--- src/rtl/seg_pkg.sv ---
// Shared constants and helpers for the seven-segment display readback path.
// Segment codes are active-low with bit7 = decimal point (off).
package seg_pkg;

  localparam int NUM_DIGITS = 6;

  localparam logic [5:0] SEG_BLANK_SEL = 6'h3F;

  localparam logic [7:0] SEG_CODE_0 = 8'hC0;
  localparam logic [7:0] SEG_CODE_1 = 8'hF9;
  localparam logic [7:0] SEG_CODE_2 = 8'hA4;
  localparam logic [7:0] SEG_CODE_3 = 8'hB0;
  localparam logic [7:0] SEG_CODE_4 = 8'h99;
  localparam logic [7:0] SEG_CODE_5 = 8'h92;
  localparam logic [7:0] SEG_CODE_6 = 8'h82;
  localparam logic [7:0] SEG_CODE_7 = 8'hF8;
  localparam logic [7:0] SEG_CODE_8 = 8'h80;
  localparam logic [7:0] SEG_CODE_9 = 8'h90;

  // Capture FSM encoding, kept as plain constants for legacy tools.
  typedef logic [1:0] seg_state_t;
  localparam seg_state_t ST_WAIT = 2'd0;
  localparam seg_state_t ST_EVAL = 2'd1;
  localparam seg_state_t ST_HOLD = 2'd2;

  // Number of asserted (low) lines on an active-low select bus.
  function automatic int unsigned low_count(input logic [5:0] sel);
    int unsigned n;
    n = 0;
    for (int i = 0; i < 6; i++) begin
      if (!sel[i]) n++;
    end
    return n;
  endfunction

endpackage

--- src/rtl/seg_pattern_to_bcd.sv ---
// Combinational decode of an active-low 7-segment pattern (g..a) to BCD.
// Any pattern outside the ten digit shapes is flagged invalid.
module seg_pattern_to_bcd
  import seg_pkg::*;
(
  input  logic [6:0] pattern,
  output logic [3:0] bcd,
  output logic       valid
);

  // NOTE: every output gets a default before the case so no path leaves it
  // unassigned; otherwise synthesis infers a latch.
  always_comb begin
    bcd   = 4'd0;
    valid = 1'b1;
    case (pattern)
      SEG_CODE_0[6:0]: bcd = 4'd0;
      SEG_CODE_1[6:0]: bcd = 4'd1;
      SEG_CODE_2[6:0]: bcd = 4'd2;
      SEG_CODE_3[6:0]: bcd = 4'd3;
      SEG_CODE_4[6:0]: bcd = 4'd4;
      SEG_CODE_5[6:0]: bcd = 4'd5;
      SEG_CODE_6[6:0]: bcd = 4'd6;
      SEG_CODE_7[6:0]: bcd = 4'd7;
      SEG_CODE_8[6:0]: bcd = 4'd8;
      SEG_CODE_9[6:0]: bcd = 4'd9;
      default:         valid = 1'b0;
    endcase
  end

endmodule

--- src/rtl/seg_scan_capture.sv ---
// Receive side of a multiplexed seven-segment bus: waits for each digit slot
// to settle, decodes it, and publishes a full frame once every slot is seen.
module seg_scan_capture #(
  parameter int SETTLE_CYCLES = 4,
  parameter int NUM_DIGITS    = seg_pkg::NUM_DIGITS
) (
  input  logic                    clk,
  input  logic                    reset_n,
  input  logic [NUM_DIGITS-1:0]   sel_in,
  input  logic [7:0]              dig_in,
  output logic [4*NUM_DIGITS-1:0] digits_out,
  output logic                    frame_valid,
  output logic [NUM_DIGITS-1:0]   capture_mask,
  output logic                    pattern_err,
  output logic                    sel_err
);
  import seg_pkg::*;

  localparam logic [3:0] SETTLE = 4'(SETTLE_CYCLES);

  logic [NUM_DIGITS-1:0]   sel_r, sel_p;
  logic [7:0]              dig_r, dig_p;
  logic                    changed;
  logic [3:0]              cnt, cnt_next;
  seg_state_t              state, state_next;
  logic [3:0]              bcd;
  logic                    bcd_valid;
  logic                    do_eval;
  logic                    multi_sel;
  logic [NUM_DIGITS-1:0]   hit;
  logic [4*NUM_DIGITS-1:0] work;
  logic                    frame_done;

  // sel_p/dig_p hold the previous cycle's registered inputs; once the counter
  // has settled they are the stable window value, even if the pins move on
  // in the evaluation cycle itself.
  // NOTE: state updates use non-blocking assignments so every register samples
  // the pre-edge values, independent of statement order.
  always_ff @(posedge clk or negedge reset_n) begin
    if (!reset_n) begin
      sel_r <= SEG_BLANK_SEL;
      dig_r <= '1;
      sel_p <= SEG_BLANK_SEL;
      dig_p <= '1;
    end else begin
      sel_r <= sel_in;
      dig_r <= dig_in;
      sel_p <= sel_r;
      dig_p <= dig_r;
    end
  end

  assign changed = (sel_r != sel_p) || (dig_r != dig_p);

  always_comb begin
    cnt_next = cnt;
    if (changed)            cnt_next = 4'd0;
    else if (cnt != SETTLE) cnt_next = cnt + 4'd1;
  end

  always_comb begin
    state_next = state;
    case (state)
      ST_WAIT: if (cnt_next == SETTLE) state_next = ST_EVAL;
      ST_EVAL: state_next = changed ? ST_WAIT : ST_HOLD;
      ST_HOLD: if (changed) state_next = ST_WAIT;
      default: state_next = ST_WAIT;
    endcase
  end

  always_ff @(posedge clk or negedge reset_n) begin
    if (!reset_n) begin
      cnt   <= 4'd0;
      state <= ST_WAIT;
    end else begin
      cnt   <= cnt_next;
      state <= state_next;
    end
  end

  seg_pattern_to_bcd u_decode (
    .pattern (dig_p[6:0]),
    .bcd     (bcd),
    .valid   (bcd_valid)
  );

  assign do_eval   = (state == ST_EVAL) && (sel_p != SEG_BLANK_SEL);
  assign multi_sel = low_count(sel_p) > 1;
  assign hit       = ~sel_p;

  // Completion is flagged at the capture edge and published one cycle later,
  // so error pulses (EVAL only) can never coincide with frame_valid.
  // NOTE: the working register is an ordinary flop bank and is reset along with
  // the rest so a fresh frame never exposes stale digits from before reset.
  always_ff @(posedge clk or negedge reset_n) begin
    if (!reset_n) begin
      digits_out   <= '0;
      frame_valid  <= 1'b0;
      capture_mask <= '0;
      pattern_err  <= 1'b0;
      sel_err      <= 1'b0;
      work         <= '0;
      frame_done   <= 1'b0;
    end else begin
      frame_valid <= 1'b0;
      pattern_err <= 1'b0;
      sel_err     <= 1'b0;
      frame_done  <= 1'b0;
      if (frame_done) begin
        digits_out   <= work;
        frame_valid  <= 1'b1;
        capture_mask <= '0;
      end
      if (do_eval) begin
        if (multi_sel) begin
          sel_err      <= 1'b1;
          capture_mask <= '0;
        end else if (!bcd_valid) begin
          pattern_err  <= 1'b1;
          capture_mask <= '0;
        end else begin
          for (int k = 0; k < NUM_DIGITS; k++) begin
            if (hit[k]) work[4*k +: 4] <= bcd;
          end
          capture_mask <= capture_mask | hit;
          frame_done   <= &(capture_mask | hit);
        end
      end
    end
  end

endmodule
--- config.mk ---
export PLATFORM = sky130hd
export DESIGN_NAME = seg_scan_capture
export DESIGN_NICKNAME = d
export VERILOG_FILES = /design/src/rtl/seg_pkg.sv /design/src/rtl/seg_pattern_to_bcd.sv /design/src/rtl/seg_scan_capture.sv
export SDC_FILE = /design/constraint.sdc
export NUM_CORES = 1
export LEC_CHECK = 0
export ABC_AREA = 1
export CAP_MARGIN = 40
export CORE_ASPECT_RATIO = 2
export CORE_UTILIZATION = 40
export CTS_CLUSTER_SIZE = 40
export DETAILED_ROUTE_END_ITERATION = 7
export MAX_ROUTING_LAYER = met4
export PLACE_DENSITY = 0.62
export SLEW_MARGIN = 15
export SYNTH_ARGS = -nofsm -noshare
export SYNTH_HDL_FRONTEND = slang
export SYNTH_SLANG_ARGS = --single-unit
export TNS_END_PERCENT = 50
--- constraint.sdc ---
create_clock -name clk -period 4.3 [get_ports clk]
set_clock_uncertainty 0.1 [all_clocks]
set_input_delay 0.43 -clock clk [delete_from_list [all_inputs] [get_ports clk]]
set_output_delay 0.43 -clock clk [all_outputs]
set_load 0.01 [all_outputs]
# After elaboration in Yosys (flattened, before gate mapping)
# Cells that the tools add are included.
# totals
regBits	92
out_inout_bits	33
elab_cells	87
# op_classes
add_sub_neg	6
magnitude_cmp	1
eq_ne	18
mux	27
bitwise	3
n_reduce_logical	14
# op_table
cell	n
32-bit 2-to-1 mux	5
32-bit by 1-bit adder with 32-bit output (second input constant)	4
4-bit one-hot mux with 9 select lines	1
32-bit by 1-bit > comparator with 1-bit output (second input constant)	1
6-bit 2-to-1 mux	4
4-bit AND reduction	6
7-bit by 5-bit equality test with 1-bit output (second input constant)	3
7-bit equality test (second input constant)	3
7-bit by 6-bit equality test with 1-bit output (second input constant)	2
1-bit 2-to-1 mux	11
10-bit OR reduction	1
4-bit 2-to-1 mux	2
8-bit != test	1
7-bit by 2-bit equality test with 1-bit output (second input constant)	1
7-bit zero test	1
2-bit 2-to-1 mux	3
6-bit != test	1
6-bit != test (second input constant)	1
6-bit NOT	1
6-bit OR	1
2-bit one-hot mux with 3 select lines	1
6-bit AND reduction	1
4-bit by 1-bit adder with 4-bit output (second input constant)	1
4-bit by 3-bit equality test with 1-bit output (second input constant)	1
11 further kinds	12

# Depth between registers and ports, before layout
# logic_depth
word_depth	14
ltp_mapped	21
mapped_depth_nobuf	21

# Modules after synthesis
# A second synthesis with hierarchy kept.
# unflattened
cells_unflattened	448
area_unflattened_um2	4342.9
# by_module_without_submodules
module	n_inst	cells_per_inst	area_each_um2	seq_area_each_um2
seg_scan_capture	1	398	4108.9	2337.2
seg_pattern_to_bcd	1	50	234.0	0.0

# Worst setup path before layout
# No wires, ideal clock.
# synth_path
path_type	register to register
from	reg sel_p[0]
to	reg work[16]
arrival_time_ns	3.182
t_required_ns	4.082
setup_slack_ns	0.900
stages_incl_launch_ff	20
path_buffers	0
synth_period_minus_slack_ns	3.400
cell_sequence	dfstp_2 > inv_1 > ha_1 > inv_1 > nand2_1 > nand2_2 > xor2_1 > o21ai_0 > ha_1 > or2_2 > nand2_1 > inv_1 > ha_1 > or2_2 > nand2_1 > nand3_2 > nor2_8 > nand3_1 > nand2_1 > nand2_1
# synth_via
elab_chain_len	14
# synth_lines
item	line	rtl
start, declared	seg_scan_capture.sv:21	logic [NUM_DIGITS-1:0] sel_r, sel_p;
start signal, assigned	seg_scan_capture.sv:48	sel_p <= sel_r;
1-bit 2-to-1 mux	seg_pkg.sv:31	if (!sel[i]) n++;
1-bit by 1-bit adder with 2-bit output	seg_pkg.sv:31	
32-bit 2-to-1 mux	seg_pkg.sv:31	
32-bit by 1-bit adder with 32-bit output	seg_pkg.sv:31	
32-bit 2-to-1 mux	seg_pkg.sv:31	
32-bit by 1-bit adder with 32-bit output	seg_pkg.sv:31	
32-bit 2-to-1 mux	seg_pkg.sv:31	
32-bit by 1-bit adder with 32-bit output	seg_pkg.sv:31	
32-bit 2-to-1 mux	seg_pkg.sv:31	
32-bit by 1-bit adder with 32-bit output	seg_pkg.sv:31	
32-bit 2-to-1 mux	seg_pkg.sv:31	
32-bit by 1-bit > comparator with 1-bit output	seg_scan_capture.sv:88	assign multi_sel = low_count(sel_p) > 1;
1-bit NOT (no source line)	n/a	
4-bit AND reduction (no source line) (*)	n/a	
end signal, assigned	seg_scan_capture.sv:102	work <= '0;
end signal, assigned by index	seg_scan_capture.sv:123	if (hit[k]) work[4*k +: 4] <= bcd;
end, declared	seg_scan_capture.sv:31	logic [4*NUM_DIGITS-1:0] work;
# Every way passes the cells marked *; elsewhere a longest branch is shown, timed or not.
# A chain may end at the register's enable or synchronous reset.

# Worst setup path in the final report
# layout_path
from	reg sel_p[0]
to	reg work[17]
# The elaborated chain is that of the path after synthesis.

==> metrics.csv <==
metric;value;unit
outcome;completed;
setup_ws;0.3786;ns
final_nets;554;
cts_max_level;3;
postCtsSetupRepairBufs;0;
port_buffers;48;
crit_path_start;sel_p[0];
pwr_density_cell;356.8;mW/mm2
worstSetupEndpointType;register;
synth.distinct_cells;29;
critPathCapture;work[17];
cap_viol_max_count;0;
clk_latency;0.35;ns
dp_hpwl;6.135;mm
cts_resized;0;
die_area;0.01087;mm2
met1_length;3.195;mm
firstDrtPassIters;4;
fmax;255.0;MHz
drive_gt1_share;13.86;%
cts_tree;built;
wl_per_cell;12.68;um
wl_met3;252;um
grt_antenna_before_repair;0;
syn_area;0.004172;mm2
hold_viol;0;
drtAntennaViolNets;0;
netlist_instances;480;
grt_overflow;0;
gp_congestion;0.7847;
p_leak;2.535;nW
final-setup-viol-count;0;
cts-root-buf;clkbuf_16;
diodes;0;
syn2layout_area_growth;21.24;%
relSlewSlack;51.94;%
place_ws;0.3638;ns
grt_pass1_wl;14.52;mm
avgSynthCellArea;8.691;um2
rsz0062_at_grt;no;
dr.first_iter.drc_count;163;
first_global_vias;3258;
crit_required;4.44;ns
ys_ff_latch;92;
drc;0;
grt_max_degree;59;
startpoint_type;register;
instances_no_fill;669;
reg2reg_from;sel_p[0];
die_y;146.4;um
reg2regPathDepth;19;
cts_buffer_depth;2;
wl_met2;4.827;mm
tightest_slew;0.7209;ns
r2r-end;work[17];
path_max_fanout;19;
routed_via_density;4.883;
wl;8.480;mm
fin_crit;3.921;ns
hold_buffers;0;
hp-class;input pin to async pin;
synth_nets;505;
clock_sinks;92;
ios;49;
clk_pin_slew;0.07;ns
totalPowerFinal;1.804;mW
core;0.01015;mm2
grt_use_total;18.22;%
yosysSeqAreaShare;56.03;%
cp.arrival;4.06;ns
start_util;41.10;%
ys_warn_count;0;
drv_slew;0;
dp_cells;652;
routed.top_layer;met4;
tns;0;ns
reg2reg_slack;0.38;ns
vias;3267;
die-width;74.21;um
num_rows;52;
critPathKind;register to register;
irDropWorstVdd;215.7;uV
post-route-period-util;91.20;%
numCtsBuffers;9;
==> metrics by stage <==
step | util, % | hold slack, ns | instance area (um2)
final | 49.83 | 0.03631 | 5057
after global routing | 49.83 | 0.09093 | 5057
after CTS | 49.72 | 0.05751 | 5046
after detailed placement | 46.96 | 0.2614 | 4766
after global placement | 46.81 | 0.2596 | 4751
after floorplan | - | 0.03441 | 4172
==> layer usage <==
layer  track usage [%]  vias up
li1                  -     1645
met1             18.21     1551
met2             33.00       56
met3             3.175       15
met4             8.113        0
met5                 -        -
==> Yosys cell counts (all sizes together) <==
| cell type | number | area share (%) |
|---|---|---|
| nand2 | 184 | 17 |
| clkbuf | 6 | 0.54 |
| dfstp | 28 | 18 |
| inv | 36 | 3.2 |
| a21oi | 5 | 0.69 |
| nand3b | 3 | 0.54 |
| o211ai | 1 | 0.18 |
| nand3 | 30 | 3.7 |
| o21ai | 4 | 0.48 |
| xnor2 | 3 | 0.63 |
| nor3 | 6 | 0.72 |
| or2 | 16 | 2.4 |
| ha | 9 | 2.7 |
| buf | 8 | 1.4 |
| dfrtp | 64 | 38 |
| nor2 | 36 | 3.6 |
| a31oi | 1 | 0.15 |
| nor4 | 2 | 0.30 |
| xor2 | 4 | 0.84 |
| clkinv | 1 | 0.090 |
| nand4 | 33 | 4.9 |
==> critical path, stage by stage, from the launching register on <==
cell     delay (ns)
dfstp_2        0.58
inv_1          0.08
ha_1           0.34
inv_1          0.07
nand2_1        0.07
nand2_2        0.10
xor2_1         0.13
o21ai_0        0.09
ha_1           0.31
or2_2          0.27
nand2_1        0.09
inv_1          0.05
ha_1           0.27
or2_2          0.27
nand2_1        0.10
nand3_2        0.20
nor2_8         0.31
nand3_1        0.20
nand2_1        0.12
nand2_1        0.06
==> state kept, by name (all words and copies together), names as in the netlist <==
name          count
state             2
sel_r             6
dig_r             8
frame_valid       1
pattern_err       1
capture_mask      6
sel_err           1
work             24
dig_p             8
digits_out       24
cnt               4
frame_done        1
sel_p             6
==> placed cells by master, fill, tap and decap left out, types with 2 or more instances in the layout <==
cell type / instances
a21oi_1: 4
nor4_1: 2
nand3b_1: 3
clkinvlp_4: 2
xnor2_1: 3
or2_2: 16
dfstp_2: 28
o21ai_0: 4
ha_1: 9
nor2_1: 35
dfrtp_1: 64
nand4_1: 33
xor2_1: 4
inv_2: 4
inv_1: 32
nand2_2: 3
nand2_1: 181
clkinv_4: 2
buf_4: 3
clkdlybuf4s50_1: 47
nor3_1: 6
nand3_1: 29
clkbuf_16: 9
==> logic make-up after synthesis <==
| group | count (synthesis) | synth area share [%] |
|---|---|---|
| buffers and inverters | 51 | 5.309 |
| xor gates and xnor gates | 7 | 1.470 |
| and+or+nand+nor | 310 | 32.99 |
| DFF | 92 | 56.03 |
| AOI/OAI and AO/OA | 11 | 1.500 |
| adders and majority gates | 9 | 2.700 |
==> where the power goes <==
part           leakage (nW)  total (mW)  internal (mW)  switching [mW]
clock network         0.132       0.741          0.408           0.332
logic                  1.21       0.160         0.0557           0.104
registers              1.19       0.904          0.890          0.0136
==> layout make-up <==
| cell class | count | area [um2] |
|---|---|---|
| clock buffers | 11 | 242.7 |
| multi-input cells | 338 | 1624 |
| clock inverters | 5 | 37.54 |
| flip-flops and latches | 92 | 2337 |
| inverters | 37 | 138.9 |
| repair buffers | 51 | 508.0 |
| fillers | 1020 | 5092 |
| well taps | 135 | 168.9 |
==> worst min-delay path by stage <==
| stage | start | end | slack, ns |
|---|---|---|---|
| floorplan | reset_n | capture_mask[0] | 0.03 |
| global placement | sel_r[4] | sel_p[4] | 0.26 |
| detailed placement | sel_r[2] | sel_p[2] | 0.26 |
| CTS | reset_n | state[0] | 0.06 |
| global route | reset_n | state[0] | 0.09 |
| finish | reset_n | cnt[2] | 0.04 |
Note: power is estimated with default switching activity, not from simulation.
